`src/rtl/cmp_arbiter.sv`:
```
// Shares one external less-than comparator between the branch unit (port 0)
// and the ALU set-less-than path (port 1) with round-robin arbitration.
module cmp_arbiter #(
  parameter int unsigned XLEN = 32
) (
  input  logic            clk,
  input  logic            rst_n,
  input  logic            flush,
  input  logic            req0_valid,
  output logic            req0_ready,
  input  logic [XLEN-1:0] req0_a,
  input  logic [XLEN-1:0] req0_b,
  input  logic [2:0]      req0_op,
  input  logic            req1_valid,
  output logic            req1_ready,
  input  logic [XLEN-1:0] req1_a,
  input  logic [XLEN-1:0] req1_b,
  input  logic [2:0]      req1_op,
  output logic            resp0_valid,
  input  logic            resp0_ready,
  output logic            resp1_valid,
  input  logic            resp1_ready,
  output logic            resp_result,
  output logic [XLEN-1:0] cmp_a,
  output logic [XLEN-1:0] cmp_b,
  output logic            cmp_umod,
  input  logic            cmp_less
);

  localparam int unsigned OP_W = 3;

  typedef enum logic [1:0] {IDLE, COMPARE, RESP} state_t;

  state_t          state_q, state_d;
  logic            rr_q, rr_d;        // port that wins a tie
  logic            owner_q, owner_d;
  logic [OP_W-1:0] op_q;
  logic            accept;
  logic            grant;
  logic            result_d;
  logic            resp_ack;
  logic [XLEN-1:0] sel_a;
  logic [XLEN-1:0] sel_b;
  logic [OP_W-1:0] sel_op;
  logic            sel_umod;

  assign sel_a    = grant ? req1_a  : req0_a;
  assign sel_b    = grant ? req1_b  : req0_b;
  assign sel_op   = grant ? req1_op : req0_op;
  assign sel_umod = sel_op inside {3'b110, 3'b111, 3'b011};

  always_ff @(posedge clk or negedge rst_n) begin
    if (!rst_n) begin
      state_q <= IDLE;
      rr_q    <= 1'b0;
      owner_q <= 1'b0;
    end else begin
      state_q <= state_d;
      rr_q    <= rr_d;
      owner_q <= owner_d;
    end
  end

  // Arbitration, next state and the comparison result
  always_comb begin
    state_d    = state_q;
    rr_d       = rr_q;
    owner_d    = owner_q;
    result_d   = resp_result;
    accept     = 1'b0;
    grant      = 1'b0;
    req0_ready = 1'b0;
    req1_ready = 1'b0;
    resp_ack   = owner_q ? resp1_ready : resp0_ready;
    unique case (state_q)
      IDLE: begin
        result_d = 1'b0;
        if (!flush && rst_n) begin
          if (req0_valid && (!req1_valid || !rr_q)) begin
            req0_ready = 1'b1;
            accept     = 1'b1;
          end else if (req1_valid) begin
            req1_ready = 1'b1;
            grant      = 1'b1;
            accept     = 1'b1;
          end
        end
        if (accept) begin
          state_d = COMPARE;
          owner_d = grant;
          rr_d    = !grant;
        end
      end
      COMPARE: begin
        if (flush) begin
          state_d  = IDLE;
          result_d = 1'b0;
        end else begin
          state_d = RESP;
          unique case (op_q)
            3'b000:         result_d = (cmp_a == cmp_b);
            3'b001:         result_d = (cmp_a != cmp_b);
            3'b101, 3'b111: result_d = !cmp_less;
            default:        result_d = cmp_less;
          endcase
        end
      end
      RESP: begin
        if (flush || resp_ack) begin
          state_d  = IDLE;
          result_d = 1'b0;
        end
      end
      default: state_d = IDLE;
    endcase
  end

  // Operand latch doubles as the comparator drive; zero outside COMPARE
  always_ff @(posedge clk or negedge rst_n) begin
    if (!rst_n) begin
      cmp_a       <= '0;
      cmp_b       <= '0;
      cmp_umod    <= 1'b0;
      op_q        <= '0;
      resp_result <= 1'b0;
      resp0_valid <= 1'b0;
      resp1_valid <= 1'b0;
    end else begin
      resp_result <= result_d;
      resp0_valid <= (state_d == RESP) && !owner_d;
      resp1_valid <= (state_d == RESP) && owner_d;
      if (accept) begin
        cmp_a    <= sel_a;
        cmp_b    <= sel_b;
        cmp_umod <= sel_umod;
        op_q     <= sel_op;
      end else begin
        cmp_a    <= '0;
        cmp_b    <= '0;
        cmp_umod <= 1'b0;
      end
    end
  end

endmodule

```
`config.mk`:
```
export PLATFORM = sky130hd
export DESIGN_NAME = cmp_arbiter
export DESIGN_NICKNAME = d
export VERILOG_FILES = /design/src/rtl/cmp_arbiter.sv
export SDC_FILE = /design/constraint.sdc
export NUM_CORES = 1
export LEC_CHECK = 0
export ABC_CLOCK_PERIOD_IN_PS = 1850
export CAP_MARGIN = 20
export CORE_AREA = 2 2 103 105
export DETAILED_ROUTE_END_ITERATION = 10
export DIE_AREA = 0 0 105 107
export PLACE_DENSITY = 0.75
export REMOVE_ABC_BUFFERS = 1
export SYNTH_ARGS = -nofsm -noshare
export SYNTH_HDL_FRONTEND = slang
export SYNTH_SLANG_ARGS = --single-unit
```
`constraint.sdc`:
```
create_clock -name clk -period 1.85 [get_ports clk]
set_clock_uncertainty 0.1 [all_clocks]
set_input_delay 0.37 -clock clk [delete_from_list [all_inputs] [get_ports clk]]
set_output_delay 0.37 -clock clk [all_outputs]
set_load 0.005 [all_outputs]
```
==> qor.csv, run 1 <==
stage,metric,value,unit
yosys,synth_most_common_cell,dfrtp_1,
final_layout,multi_input_area,1470,µm²
drt,route.detailed.drc,0,
sta,max_freq,0.516,GHz
worst_setup_path,arrival,1.47,ns
sta,fin_ws,-0.0865,ns
clocking,cts_buffers,9,
yosys,async_reset_ff_share,100,%
sta,finalSetupTns,-0.183,ns
worst_setup_path,required,1.38,ns
clocking,cts_buffer_depth,2,
yosys,ys_ff_latch,75,
yosys,synth-edff-count,0,
power_and_ir_drop,p_switching,1.07,mW
drt,drt-wirelength-per-cell,16.3,µm
final_layout,fin_cells,674,
power_and_ir_drop,power_density,720,nW/µm²
global_route,grt_overflow,0,
drt,drtIter0Drc,81,
drt,via_per_inst,4.83,
global_route,grt_pass1_wl,17.0,mm
sta,slew_viol_final,0,
global_route,antenna_found_initial,0,
yosys,synth_area_leaders,"dfrtp_1 (54%), o22ai_2 (11%), xnor2_1 (8.1%)",
sta,slew_headroom,37.0,%
clocking,clockRootBuffer,clkbuf_8,
sta,post-route-min-period,1.94,ns
worst_setup_path,r2r-start,state_q[1]$_DFF_PN0_,
sta,rsz0062_at_grt,yes,
final_layout,register_area,1880,µm²
sta,tightestPinTransition,0.945,ns
power_and_ir_drop,comb_power_share,23.7,%
drt,vias,3255,
yosys,syn_area_per_cell,11.1,µm²
worst_setup_path,worstSetupPathType,flop to output port,
clocking,clk_pin_slew_worst_paths,0.08,ns
power_and_ir_drop,clock_power_share,35.3,%
worst_setup_path,cp_max_fo,3,
place,port_buffers,211,
worst_setup_path,reg2reg_depth,7,
yosys,synth_warnings,0,
die,fp-row-count,37,
final_layout,drive_gt1_share,14.9,%
final_layout,fill_cells,878,
clocking,cts_tree,done,
power_and_ir_drop,finalPower,4.42,mW
power_and_ir_drop,p_int,3.35,mW
clocking,cts_sinks,75,
clocking,cts_hold_buf,0,
die,die_area,11200,µm²
drt,dr.pass1.iters,4,
sta,hold_violations,0,
yosys,synthFlopType,dfrtp_1,
clocking,clock_latency,0.34,ns
place,hpwl,8.06,mm
flow_run,max_cap_violations,0,
global_route,grt_use_total,19.2,%
yosys,yosysUniqueCellTypes,36,
yosys,postSynthCellCount,311,
yosys,post-synth-top-area-fraction,54.3,%
die,die_height,107,µm
clocking,cts_max_level,3,
die,io_pins,212,
sta,finalSetupViolCount,3,
power_and_ir_drop,p_leak,2.53,nW
global_route,grt_pass1_vias,3428,
power_and_ir_drop,p_sw_share,24.2,%
yosys,synth_seq_area_share,54.3,%
drt,drtAntennaViolNets,0,
yosys,post-synth-top-area-cell,dfrtp_1,
global_route,grt_max_degree,76,
final_layout,final_nets,676,
die,start_util,34.2,%
worst_setup_path,cp-start-kind,flop,
power_and_ir_drop,ir_drop,0.351,mV
worst_setup_path,cp-end-kind,output port,
worst_setup_path,worstReg2RegEnd,cmp_b[8]$_DFF_PN0_,
yosys,syn_area,3460,µm²
sta,period_share,105,%
die,core,10100,µm²
yosys,ys_top_cells_by_count,"dfrtp_1 (75), nor2_1 (65), o22ai_1 (32), xnor2_1 (32), o22ai_2 (30)",
place,gp_congestion,0.860,
drt,drt-total-wl,11.0,mm
final_layout,area.growth.synth_to_final,77.6,%
place,dp_cells,653,
place,post-place-ws,-0.568,ns
run_status,violations,setup timing,
worst_hold_path,hold_path_class,primary input to asynchronous set/reset pin,
final_layout,num_antenna_cells,0,
power_and_ir_drop,power_frac_seq,41.0,%
worst_setup_path,r2r_slack,-0.03,ns
sta,hold_ws,0.171,ns
die,die_w,105,µm
run_status,status,"complete, but fails checks",
## logic make-up after synthesis
kind of cell | share of synthesized area, %
xor+xnor | 8.36
simple gates | 13.1
compound gates | 19.8
mux | 0.290
flops | 54.3
buf+inv | 4.16
## cell usage in the layout (no fill, tap or decap), types with 2 or more instances in the layout
cell and count:
o22ai_1 30, bufinv_16 3, nand4_1 8, clkbuf_8 11, buf_6 4, nand2_1 10
xnor2_1 32, dfrtp_1 75, buf_12 2, clkdlybuf4s50_1 207, nor2_1 65, nor3_1 3
a21oi_1 5, nor4_1 3, o22ai_2 32, inv_1 4, o221a_2 2, a31oi_1 2
buf_4 17
## per-layer routing
metal  part of all wire, %  vias to the layer above  track usage, %
met4                   2.0                        0            7.33
met3                   7.6                       18            6.26
met5                     0                        -               0
li1                      -                     1549               -
met2                    52                      132            35.3
met1                    38                     1556            20.4
## power by group through the flow
stage	combinational, mW	sequential (mW)	clock [mW]
2_1_floorplan	0.381	1.84	0
3_3_place_gp	1.02	1.84	0
3_5_place_dp	1.03	1.85	0
4_1_cts	1.05	1.82	1.59
5_1_grt	1.13	1.83	1.67
6_report	1.05	1.81	1.56
## critical path, cell delays in order, from the launching register on
cell,delay (ns)
dfrtp_1,0.41
nor4b_4,0.36
buf_4,0.18
nand2_4,0.05
clkinv_4,0.05
buf_6,0.08
## final cells by class
type,instances,area share [%]
multi-input cells,210,24.0
repair buffers,233,38.2
well taps,136,2.77
clock inverters,4,1.59
clock buffers,11,2.47
flip-flops and latches,75,30.6
inverters,5,0.387
## metrics by stage
stage / area (µm²) / util (%)
final: 6140 / 60.8
after global routing: 6140 / 60.8
after CTS: 6060 / 60.1
after detailed placement: 5790 / 57.4
after global placement: 5790 / 57.4
after floorplan: 3330 / -
## worst max path at each step
| stage | cells after the start | from | endpoint | slack, ns |
|---|---|---|---|---|
| 3_5_place_dp | 4 | flush | req0_ready | -0.57 |
| 3_3_place_gp | 4 | flush | req0_ready | -0.55 |
| 5_1_grt | 5 | state_q[1]$_DFF_PN0_ | req1_ready | -0.17 |
| 4_1_cts | 5 | state_q[1]$_DFF_PN0_ | req1_ready | -0.10 |
| 2_1_floorplan | 6 | rr_q$_DFFE_PN0P_ | resp0_valid$_DFF_PN0_ | -2.74 |
| 6_report | 5 | state_q[1]$_DFF_PN0_ | req1_ready | -0.09 |
## flip-flops by register name (all words and copies together), names as in the netlist
signal and count:
resp1_valid 1, cmp_umod 1, op_q 3, cmp_b 32
resp_result 1, resp0_valid 1, rr_q 1, owner_q 1
state_q 2, cmp_a 32
## timing repair
item                       in CTS  in global routing
resized for setup              14                  4
gates cloned                    0                  2
pin swaps                       2                  2
setup buffers                   2                  2
setup endpoints to repair      33                 42
Note: power is estimated with default switching activity, not from simulation.
==> inputs of run 2 (changes only) <==
TNS_END_PERCENT = 5   (was default)
==> qor.csv, run 2 (same netlist as run 1, synthesis figures left out) <==
stage,metric,value,unit,change
sta,max_freq,0.517,GHz,was 0.516 GHz
sta,slew_viol_final,0,,unchanged
die,die_area,11200,µm²,unchanged
sta,finalSetupTns,-0.465,ns,was -0.183 ns
run_status,status,"complete, but fails checks",,unchanged
power_and_ir_drop,p_int,3.34,mW,was 3.35 mW
sta,hold_violations,0,,unchanged
final_layout,final_common_cell,clkdlybuf4s50_1,,unchanged
die,io_pins,212,,unchanged
clocking,clock_latency,0.34,ns,about the same
drt,route.detailed.drc,0,,unchanged
drt,drt-wirelength-per-cell,15.9,µm,was 16.3 µm
sta,fin_ws,-0.0846,ns,was -0.0865 ns
clocking,clockRootBuffer,clkbuf_8,,unchanged
global_route,grt_max_degree,76,,unchanged
power_and_ir_drop,p_sw_share,24.1,%,was 24.2%
power_and_ir_drop,p_switching,1.06,mW,was 1.07 mW
sta,period_share,105,%,about the same
final_layout,fin_cells,672,,was 674
sta,finalSetupViolCount,26,,was 3
sta,hold_ws,0.174,ns,was 0.171 ns
place,port_buffers,211,,unchanged
clocking,cts_tree,done,,unchanged
worst_setup_path,cp_max_fo,3,,unchanged
run_status,violations,setup timing,,unchanged
place,dp_cells,653,,unchanged
clocking,cts_hold_buf,0,,unchanged
drt,drtAntennaViolNets,0,,unchanged
worst_setup_path,cp-start-kind,flop,,unchanged
place,post-place-ws,-0.568,ns,unchanged
final_layout,num_antenna_cells,0,,unchanged
place,hpwl,8.06,mm,unchanged
sta,tightestPinTransition,0.938,ns,was 0.945 ns
worst_setup_path,arrival,1.46,ns,was 1.47 ns
worst_setup_path,worstSetupPathType,flop to output port,,unchanged
place,gp_congestion,0.860,,unchanged
power_and_ir_drop,ir_drop,0.350,mV,was 0.351 mV
clocking,cts_buffer_depth,2,,unchanged
final_layout,largestRegisters,"cmp_a x32, cmp_b x32, op_q x3",,unchanged
global_route,grt_pass1_vias,3431,,was 3428
flow_run,max_cap_violations,0,,unchanged
worst_setup_path,worstPathCellList,"nor4b_4, buf_4, nand2_4, clkinv_4, buf_6",,unchanged
sta,slew_headroom,37.5,%,was 37.0%
worst_setup_path,cp_top_family,flip-flops,,unchanged
worst_setup_path,crit_buf_inv,3,,unchanged
die,die_height,107,µm,unchanged
clocking,cts_buffers,9,,unchanged
final_layout,drive_gt1_share,14.6,%,was 14.9%
worst_hold_path,hold_path_class,primary input to asynchronous set/reset pin,,unchanged
worst_setup_path,cpMaxStageDelayCell,dfrtp_1,,unchanged
clocking,cts_sinks,75,,unchanged
final_layout,area.growth.synth_to_final,76.4,%,was 77.6%
drt,vias,3231,,was 3255
final_layout,fill_cells,885,,was 878
power_and_ir_drop,p_leak,2.51,nW,was 2.53 nW
clocking,cts_max_level,3,,unchanged
worst_setup_path,max_stage_delay,0.41,ns,about the same
worst_setup_path,required,1.38,ns,about the same
power_and_ir_drop,clock_power_share,35.3,%,about the same
final_layout,final_cell_mix,"clkdlybuf4s50_1 (207), dfrtp_1 (75), nor2_1 (65)",,unchanged
drt,via_per_inst,4.81,,was 4.83
die,start_util,34.2,%,unchanged
drt,drtIter0Drc,76,,was 81
power_and_ir_drop,power_frac_seq,41.2,%,was 41.0%
sta,post-route-min-period,1.93,ns,was 1.94 ns
drt,drt-total-wl,10.7,mm,was 11.0 mm
clocking,clk_pin_slew_worst_paths,0.08,ns,about the same
drt,dr.pass1.iters,4,,unchanged
global_route,grt_pass1_wl,17.0,mm,unchanged
final_layout,final_nets,674,,was 676
worst_setup_path,cp-end-kind,output port,,unchanged
global_route,antenna_found_initial,0,,unchanged
global_route,grt_use_total,19.2,%,unchanged
die,die_w,105,µm,unchanged
global_route,grt_overflow,0,,unchanged
sta,rsz0062_at_grt,yes,,unchanged
die,fp-row-count,37,,unchanged
power_and_ir_drop,comb_power_share,23.5,%,was 23.7%
power_and_ir_drop,power_density,723,nW/µm²,was 720 nW/µm²
die,core,10100,µm²,unchanged
[run 2: repair_timing]
item,in CTS,in global routing
resized for setup,14,3
pin swaps,2,2
setup endpoints to repair,33,42
setup buffers,2,2
[run 2: metal layers]
| metal | GRT usage, % | part of all wire [%] | wire, µm |
|---|---|---|---|
| met5 | 0 | 0 | 0 |
| met4 | 7.33 | 2.0 | 208 |
| met3 | 6.26 | 7.8 | 830 |
| met1 | 20.4 | 38 | 4000 |
| met2 | 35.3 | 53 | 5620 |
[run 2: worst paths after layout]
path                       slack, ns  cells after the start            startpoint                    end
max                            -0.08                      5  state_q[1]$_DFF_PN0_             req1_ready
min in group clk                0.42                      1      rr_q$_DFFE_PN0P_       rr_q$_DFFE_PN0P_
min                             0.17                      2                 rst_n  resp1_valid$_DFF_PN0_
max in group asynchronous       0.86                      2                 rst_n    cmp_a[19]$_DFF_PN0_
min reg2reg                     0.42                      1      rr_q$_DFFE_PN0P_       rr_q$_DFFE_PN0P_
max reg2reg                    -0.07                      7  state_q[1]$_DFF_PN0_     cmp_b[8]$_DFF_PN0_
[run 2: per-stage QoR]
step	cell area [µm²]	power [mW]	util (%)
2_1_floorplan	3330	2.23	-
3_3_place_gp	5790	2.86	57.4
3_5_place_dp	5790	2.88	57.4
4_1_cts	6060	4.46	60.1
5_1_grt	6090	4.62	60.4
6_report	6090	4.41	60.4
[run 2: power by group through the flow]
| stage | Sequential (mW) | Clock [mW] | Combinational, mW |
|---|---|---|---|
| finish | 1.82 | 1.56 | 1.03 |
| global route | 1.83 | 1.67 | 1.12 |
| CTS | 1.82 | 1.59 | 1.05 |
| detailed placement | 1.85 | 0 | 1.03 |
| global placement | 1.84 | 0 | 1.02 |
| floorplan | 1.84 | 0 | 0.381 |
[run 2: worst reg2reg max path: stages (launching register included)]
cell	delay (ns)
dfrtp_1	0.41
nor4b_4	0.36
buf_4	0.18
nand2_4	0.05
buf_6	0.19
buf_12	0.22
o22ai_1	0.23
nor2_1	0.06
[run 2: final cells by class]
| cell class | instances | area [µm²] | area share (%) |
|---|---|---|---|
| clock buffer | 11 | 151 | 2.48 |
| timing repair buffer | 231 | 2300 | 37.8 |
| inverter | 5 | 23.8 | 0.390 |
| tap | 136 | 170 | 2.79 |
| multi-input combinational | 210 | 1470 | 24.2 |
| sequential | 75 | 1880 | 30.8 |
| clock inverter | 4 | 97.6 | 1.60 |
==> inputs of run 3 (changes only) <==
CTS_CLUSTER_DIAMETER = 120   (was default)
==> results of run 3 <==
Final layout, timing and power as in run 2 (identical DEF).
